==> src/rtl/controller_sequencer.sv <==
// Iterative-datapath state sequencer: S0 idle, S1..S7 per iteration, S8 result-valid.
// Optional S8 wait timeout is compiled in with `define SEQ_TIMEOUT_EN.
module controller_sequencer #(
  parameter int unsigned ITERS   = 4,
  parameter int unsigned TIMEOUT = 255
) (
  input  logic       CLK,
  input  logic       RST,
  input  logic       START,
  input  logic       HOLD,
  input  logic       ABORT,
  input  logic       ACK,
  output logic [3:0] CurrentState,
  output logic [3:0] ITER_CNT,
  output logic       BUSY,
  output logic       DONE,
  output logic       ERR,
  output logic       TIMEOUT_FLAG
);

  localparam int unsigned SW = 4;
  localparam int unsigned CW = 4;

  localparam logic [3:0] S0 = 4'b0000;
  localparam logic [3:0] S1 = 4'b0001;
  localparam logic [3:0] S2 = 4'b0010;
  localparam logic [3:0] S3 = 4'b0011;
  localparam logic [3:0] S4 = 4'b0100;
  localparam logic [3:0] S5 = 4'b0101;
  localparam logic [3:0] S6 = 4'b0110;
  localparam logic [3:0] S7 = 4'b0111;
  localparam logic [3:0] S8 = 4'b1000;

  localparam logic [CW-1:0] ITERS_C = CW'(ITERS);
  localparam logic [CW-1:0] LAST_C  = CW'(ITERS - 1);

  // Parameter range guards, evaluated at elaboration.
  if (ITERS < 1 || ITERS > 15) begin : g_iters_chk
    $error("controller_sequencer: ITERS out of range 1..15");
  end
  if (TIMEOUT < 1 || TIMEOUT > 255) begin : g_timeout_chk
    $error("controller_sequencer: TIMEOUT out of range 1..255");
  end

  logic [SW-1:0] state_q, state_d;
  logic [CW-1:0] cnt_q, cnt_d;
  logic          done_q, done_d;
  logic          err_q, err_d;
  logic          to_q, to_d;

`ifdef SEQ_TIMEOUT_EN
  localparam int unsigned TW = 8;
  localparam logic [TW-1:0] WAIT_LAST = TW'(TIMEOUT - 1);
  logic [TW-1:0] wait_q, wait_d;
`endif

  // Next-state and output decode; ABORT outranks illegal-state recovery and HOLD.
  always_comb begin
    state_d = state_q;
    cnt_d   = cnt_q;
    done_d  = 1'b0;
    err_d   = err_q;
    to_d    = 1'b0;
`ifdef SEQ_TIMEOUT_EN
    wait_d  = wait_q;
`endif
    if (ABORT) begin
      state_d = S0;
      cnt_d   = '0;
    end else begin
      case (state_q)
        S0: begin
          if (START) begin
            state_d = S1;
            cnt_d   = '0;
          end
        end
        S1, S2, S3, S4, S5, S6: begin
          if (!HOLD) state_d = state_q + 4'd1;
        end
        S7: begin
          if (!HOLD) begin
            if (cnt_q == LAST_C) begin
              state_d = S8;
              cnt_d   = ITERS_C;
`ifdef SEQ_TIMEOUT_EN
              wait_d  = '0;
`endif
            end else begin
              state_d = S1;
              cnt_d   = cnt_q + 4'd1;
            end
          end
        end
        S8: begin
          if (ACK) begin
            state_d = S0;
            cnt_d   = '0;
            done_d  = 1'b1;
          end
`ifdef SEQ_TIMEOUT_EN
          else if (wait_q == WAIT_LAST) begin
            state_d = S0;
            cnt_d   = '0;
            to_d    = 1'b1;
          end else begin
            wait_d  = wait_q + 8'd1;
          end
`endif
        end
        default: begin
          state_d = S0;
          cnt_d   = '0;
          err_d   = 1'b1;
        end
      endcase
    end
  end

  always_ff @(posedge CLK) begin
    if (RST) begin
      state_q <= S0;
      cnt_q   <= '0;
      done_q  <= 1'b0;
      err_q   <= 1'b0;
      to_q    <= 1'b0;
`ifdef SEQ_TIMEOUT_EN
      wait_q  <= '0;
`endif
    end else begin
      state_q <= state_d;
      cnt_q   <= cnt_d;
      done_q  <= done_d;
      err_q   <= err_d;
      to_q    <= to_d;
`ifdef SEQ_TIMEOUT_EN
      wait_q  <= wait_d;
`endif
    end
  end

  assign CurrentState = state_q;
  assign ITER_CNT     = cnt_q;
  assign BUSY         = (state_q != S0);
  assign DONE         = done_q;
  assign ERR          = err_q;
  assign TIMEOUT_FLAG = to_q;

endmodule

==> config.mk <==
export PLATFORM = sky130hd
export DESIGN_NAME = controller_sequencer
export DESIGN_NICKNAME = d
export VERILOG_FILES = /design/src/rtl/controller_sequencer.sv
export SDC_FILE = /design/constraint.sdc
export NUM_CORES = 1
export LEC_CHECK = 0
export ABC_AREA = 1
export CORE_MARGIN = 4
export CORE_UTILIZATION = 50
export CTS_CLUSTER_DIAMETER = 40
export CTS_CLUSTER_SIZE = 20
export DETAILED_ROUTE_END_ITERATION = 6
export PLACE_DENSITY = 0.87
export SYNTH_ARGS = -nofsm -noshare
export SYNTH_HDL_FRONTEND = slang
export SYNTH_SLANG_ARGS = --single-unit
==> constraint.sdc <==
create_clock -name CLK -period 2.6 [get_ports CLK]
set_input_delay 0.52 -clock CLK [delete_from_list [all_inputs] [get_ports CLK]]
set_output_delay 0.52 -clock CLK [all_outputs]
set_load 0.01 [all_outputs]
==> results of run 1 <==
[power by group through the flow]
stage	Combinational [mW]	Clock, mW	Sequential (mW)
6_report	0.0919	0.109	0.165
5_1_grt	0.102	0.115	0.166
4_1_cts	0.0912	0.107	0.165
3_5_place_dp	0.0889	0	0.168
3_3_place_gp	0.0871	0	0.167
2_1_floorplan	0.0536	0	0.169
[cells in the mapped netlist, drive strengths merged, types with 2 or more instances]
cell,number
nand4,4
dfxtp,10
a21oi,11
inv,18
buf,2
nor2,15
nand2,28
xnor2,2
nand3,8
o21ai,2
ha,5
[stage by stage]
stage                      util  instance area, sq um  std cells  power [mW]
after global routing      0.672                   875        140       0.382
after detailed placement  0.655                   852        137       0.257
after floorplan               -                   692        108       0.223
after global placement    0.655                   852        137       0.254
after CTS                 0.672                   875        140       0.363
final                     0.672                   875        140       0.366
[tightest hold or removal path: stages (launching register included)]
cell	delay, ns
dfxtp_1	0.31
inv_1	0.05
a21oi_1	0.05
[cell families after synthesis]
family          synth area share
simple gates               0.365
buf+inv                    0.125
compound gates            0.0995
flops                      0.289
fa+ha+maj                 0.0904
xor+xnor                  0.0253
other cells              0.00542
[flip-flops by register name, summed over array words and instances, names as in the netlist]
name,cells
CurrentState,4
DONE,1
ITER_CNT,4
ERR,1
[final cells by class]
type,instances,area (sq um)
tap,15,18.8
multi-input combinational,78,405
fill,117,427
timing repair buffer,16,160
sequential,10,200
inverter,18,67.6
clock buffer,3,22.5
[metal layers]
layer  up-vias  GRT usage
li1        376          -
met1       352      0.228
met2        33      0.314
met3         9     0.0518
met4         0      0.117
met5         -          0
[final timing paths]
kind | startpoint | slack, ns | endpoint | cells after the start
max | CurrentState[0] | 0.19 | BUSY | 6
min | ERR | 0.46 | ERR | 2
max reg2reg | CurrentState[0] | 0.80 | ITER_CNT[3] | 9
min reg2reg | ERR | 0.46 | ERR | 2
==> out/qor.csv, run 1 <==
metric;value;unit
crit_type;register to output pin;
start_util;0.532;
slew_viol_final;0;
drt-pass1-iter-count;4;
synth_edf_count;0;
final_layout_size_suffix_gt1_frac;0.0640;
synth_cell_types;19;
drv_cap;0;
leakage;0.394;nW
grt_max_degree;13;
met1_length;724;um
cp_slowest_stage_delay;0.49;ns
start_kind;register;
via_per_inst;5.50;
synth-seq-cells;10;
powerDensity;419;nW/um^2
gr-total-overflow;0;
yosys.area.top_type;dfxtp_1;
drt_iter0_drc;19;
portBuffers;16;
synth_warnings;0;
holdWs;0.455;ns
fin_nets;138;
synth-seq-area-share;0.289;
switchingPower;0.116;mW
wirelength;1810;um
grt_antenna_before_repair;0;
die_y;45.2;um
ctsResizeCount;0;
cts_setup_buffers;0;
synthArstFlopShare;0;
path_buf_inv;4;
pre_cts_ws;0.548;ns
cts.clk_slew.worst_paths;0.07;ns
place.gp.congestion;0.915;
fin_setup_tns;0;ns
fmax;415;MHz
die_x;45.2;um
cp-end-kind;output pin;
crit_chain;inv_1 > ha_1 > inv_1 > nor3_1 > inv_1 > clkdlybuf4s50_1;
vias;770;
root_buffer;clkbuf_4;
rsz0062_at_grt;no;
hold_buffers;0;
coreArea;1300;sq um
cp_slowest_cell;clkdlybuf4s50_1;
dr.max_layer_used;met4;
final_cell_mix;nand2_1 (26), inv_1 (18), clkdlybuf4s50_1 (16);
grt_use_total;0.194;
status;completed;
io_pins;18;
rows;13;
fin_ws;0.189;ns
h-tree-depth;1;
grt_pass1_vias;666;
fin_crit_sh;0.927;
grt_pass1_wl;2830;um
setup_viol;0;
crit_arrival;1.89;ns
synthTopCellsByArea;dfxtp_1 (29%), nand2_1 (14%), inv_1 (9.8%), ha_1 (9.0%), a21oi_1 (7.2%);
hold_violations;0;
critical-path-top-delay-family;buffers and inverters;
met3_length;147;um
cts_sinks;10;
dpl.hpwl;1210;um
cp_common_cell;inv_1;
dieArea;2040;sq um
clkPwrFrac;0.299;
yosysTopAreaCellShare;0.289;
sw_frac_of_total;0.317;
seqPwrFrac;0.450;
syn2layout_area_growth;26.4;%
wl_met2;887;um
crit_fanout;7;
clk_path_buf_depth;2;
ys.flop_type;dfxtp_1;
layout_commonest_cell;nand2_1;
ir_worst_vdd;0.345;mV
clock_latency;0.27;ns
hp-class;register to register;
routedWlPerCell;13.0;um
syn_area;692;sq um
syn-mean-instance-area;6.41;sq um
period_needed;2.41;ns
clock_skew;0.00399;ns
syn_inst;108;
intPower;0.250;mW
drtAntennaViolNets;0;
diodes;0;
drc;0;
required;2.08;ns
syn_nets;119;
numCtsBuffers;3;
p_comb_frac;0.251;
cts_tree;yes;
(Power assumes the default switching activity.)
==> inputs of run 2 (changes only) <==
- ABC_AREA: 1 -> default
- CORE_UTILIZATION: 50 -> 51
- GPL_TIMING_DRIVEN: default -> 1
==> out/qor.csv, run 2 <==
metric;value;unit;change
period_needed;2.44;ns;+0.0265 ns
wirelength;1770;um;-2.4%
layout_commonest_cell;clkdlybuf4s50_1;;
portBuffers;16;;unchanged
ctsResizeCount;0;;unchanged
drv_cap;0;;unchanged
yosys.area.top_type;dfxtp_1;;
coreArea;1350;sq um;+3.7%
crit_arrival;1.92;ns;+0.03 ns
diodes;0;;unchanged
syn-mean-instance-area;9.11;sq um;+42%
synth-seq-cells;10;;unchanged
drc;0;;unchanged
syn_inst;83;;-23%
syn2layout_area_growth;24.3;%;
r2r_slack;0.72;ns;-0.08 ns
final_cell_mix;clkdlybuf4s50_1 (16), dfxtp_1 (10), nor2_1 (9);;
h-tree-depth;1;;unchanged
crit_fanout;7;;unchanged
numCtsBuffers;3;;unchanged
synth_common_cells;dfxtp_1 (10), nor2_1 (9), ha_1 (5), nand2_1 (5);;
hold_violations;0;;unchanged
utilization;0.696;;+0.0239
io_pins;18;;unchanged
slew_viol_final;0;;unchanged
setup_viol;0;;unchanged
cts_setup_buffers;0;;unchanged
clk_path_buf_depth;2;;unchanged
drt_iter0_drc;35;;+16
critPathCapture;BUSY;;
whs_path_depth;1;;-1
ir_worst_vdd;0.309;mV;-11%
dieArea;2160;sq um;+5.8%
placed_area;903;sq um;+6.0%
die_y;46.5;um;+2.9%
synthArstFlopShare;0;;unchanged
r2r_start;CurrentState[0];;
rr_worst_depth;6;;-3
grt_pass1_wl;3040;um;+7.5%
syn_area;756;sq um;+9.2%
ys.flop_type;dfxtp_1;;
hold_buffers;0;;unchanged
grt_antenna_before_repair;0;;unchanged
fin_ws;0.163;ns;-0.0265 ns
crit_type;register to output pin;;
place.gp.congestion;0.822;;-10%
rsz0062_at_grt;no;;
grt_pass1_vias;650;;-2.4%
required;2.08;ns;about the same
design_area;940;sq um;+7.4%
cp-end-kind;output pin;;
gr-total-overflow;0;;unchanged
synth_warnings;0;;unchanged
routedWlPerCell;15.5;um;+20%
grt_max_degree;14;;+1
startpoint;CurrentState[0];;
syn_nets;94;;-21%
fin_setup_tns;0;ns;unchanged
fmax;410;MHz;-1.1%
status;completed;;
via_per_inst;6.14;;+12%
synth_edf_count;0;;unchanged
rows;13;;unchanged
grt_use_total;0.202;;+0.00746
fin_nets;111;;-20%
hp-class;register to register;;
pre_cts_ws;0.495;ns;-0.0529 ns
stdcell_count;114;;-19%
synth_cell_types;44;;+25
clock_latency;0.28;ns;about the same
placed_cells;110;;-20%
cts_tree;yes;;
cts.clk_slew.worst_paths;0.07;ns;about the same
leakage;0.359;nW;-9.1%
start_util;0.560;;+0.0280
start_kind;register;;
drtAntennaViolNets;0;;unchanged
root_buffer;clkbuf_4;;
die_x;46.5;um;+2.9%
vias;700;;-9.1%
synthTopCellsByArea;dfxtp_1 (26%), ha_1 (8.3%), mux2i_1 (5.3%), nor2_1 (4.5%), a2111oi_4 (3.6%);;
clock_skew;0.00319;ns;-0.000798 ns
drt-pass1-iter-count;4;;unchanged
yosysTopAreaCellShare;0.265;;-0.0244
dpl.hpwl;1300;um;+6.9%
synth-seq-area-share;0.265;;-0.0244
worst_r2r_endpoint;CurrentState[1];;
powerDensity;401;nW/um^2;-4.3%
synth.most_common_cell;dfxtp_1;;
cts_sinks;10;;unchanged
final_layout_size_suffix_gt1_frac;0.141;;+0.0774
fin_crit_sh;0.937;;+0.0102
[run 2: cell families (layout without fill, tap and decap cells)]
logic type	count (synthesis)	count (layout)	synth area share
simple gates	34	34	0.262
compound gates	21	21	0.272
flops	10	10	0.265
buf+inv	8	24	0.0612
fa+ha+maj	5	5	0.0828
mux	4	4	0.0530
other cells	1	1	0.00496
[run 2: power by group]
group | switching [mW] | total, mW | internal, mW
Combinational | 0.0357 | 0.0697 | 0.0340
Clock | 0.0642 | 0.150 | 0.0853
Sequential | 0.00228 | 0.157 | 0.155
Total | 0.102 | 0.377 | 0.274
[run 2: how the worst min path moves through the flow]
stage	startpoint	end	slack, ns
floorplan	ITER_CNT[2]	ITER_CNT[2]	0.51
global placement	ERR	ERR	0.46
detailed placement	ERR	ERR	0.48
CTS	ERR	ERR	0.50
global route	ERR	ERR	0.53
finish	ERR	ERR	0.49
[run 2: metrics by stage]
step / hold WS (ns) / total power [mW]
final: 0.494 / 0.377
after global routing: 0.525 / 0.392
after CTS: 0.502 / 0.378
after detailed placement: 0.480 / 0.229
after global placement: 0.457 / 0.228
after floorplan: 0.505 / 0.206
[run 2: area by class of cell]
class,count,area (sq um)
Clock buffer,4,36.3
Fill cell,105,410
Inverter,4,15.0
Multi-Input combinational cell,65,509
Sequential cell,10,200
Tap cell,15,18.8
Timing Repair Buffer,16,160
[run 2: critical path, stage by stage, from the launching register on]
cell             delay, ns
dfxtp_1               0.42
inv_1                 0.12
ha_1                  0.28
nor2b_4               0.17
nand2b_1              0.10
clkdlybuf4s50_1       0.53
[run 2: metal layers]
layer,vias up,share of wire,GRT usage
li1,339,-,-
met5,-,0,0
met3,5,0.078,0.0352
met2,33,0.44,0.302
met1,323,0.46,0.266
met4,0,0.023,0.119
==> inputs of run 3 (changes only) <==
- SKIP_LAST_GASP: default -> 1
==> results of run 3 <==
Final layout, timing and power as in run 2 (identical DEF).
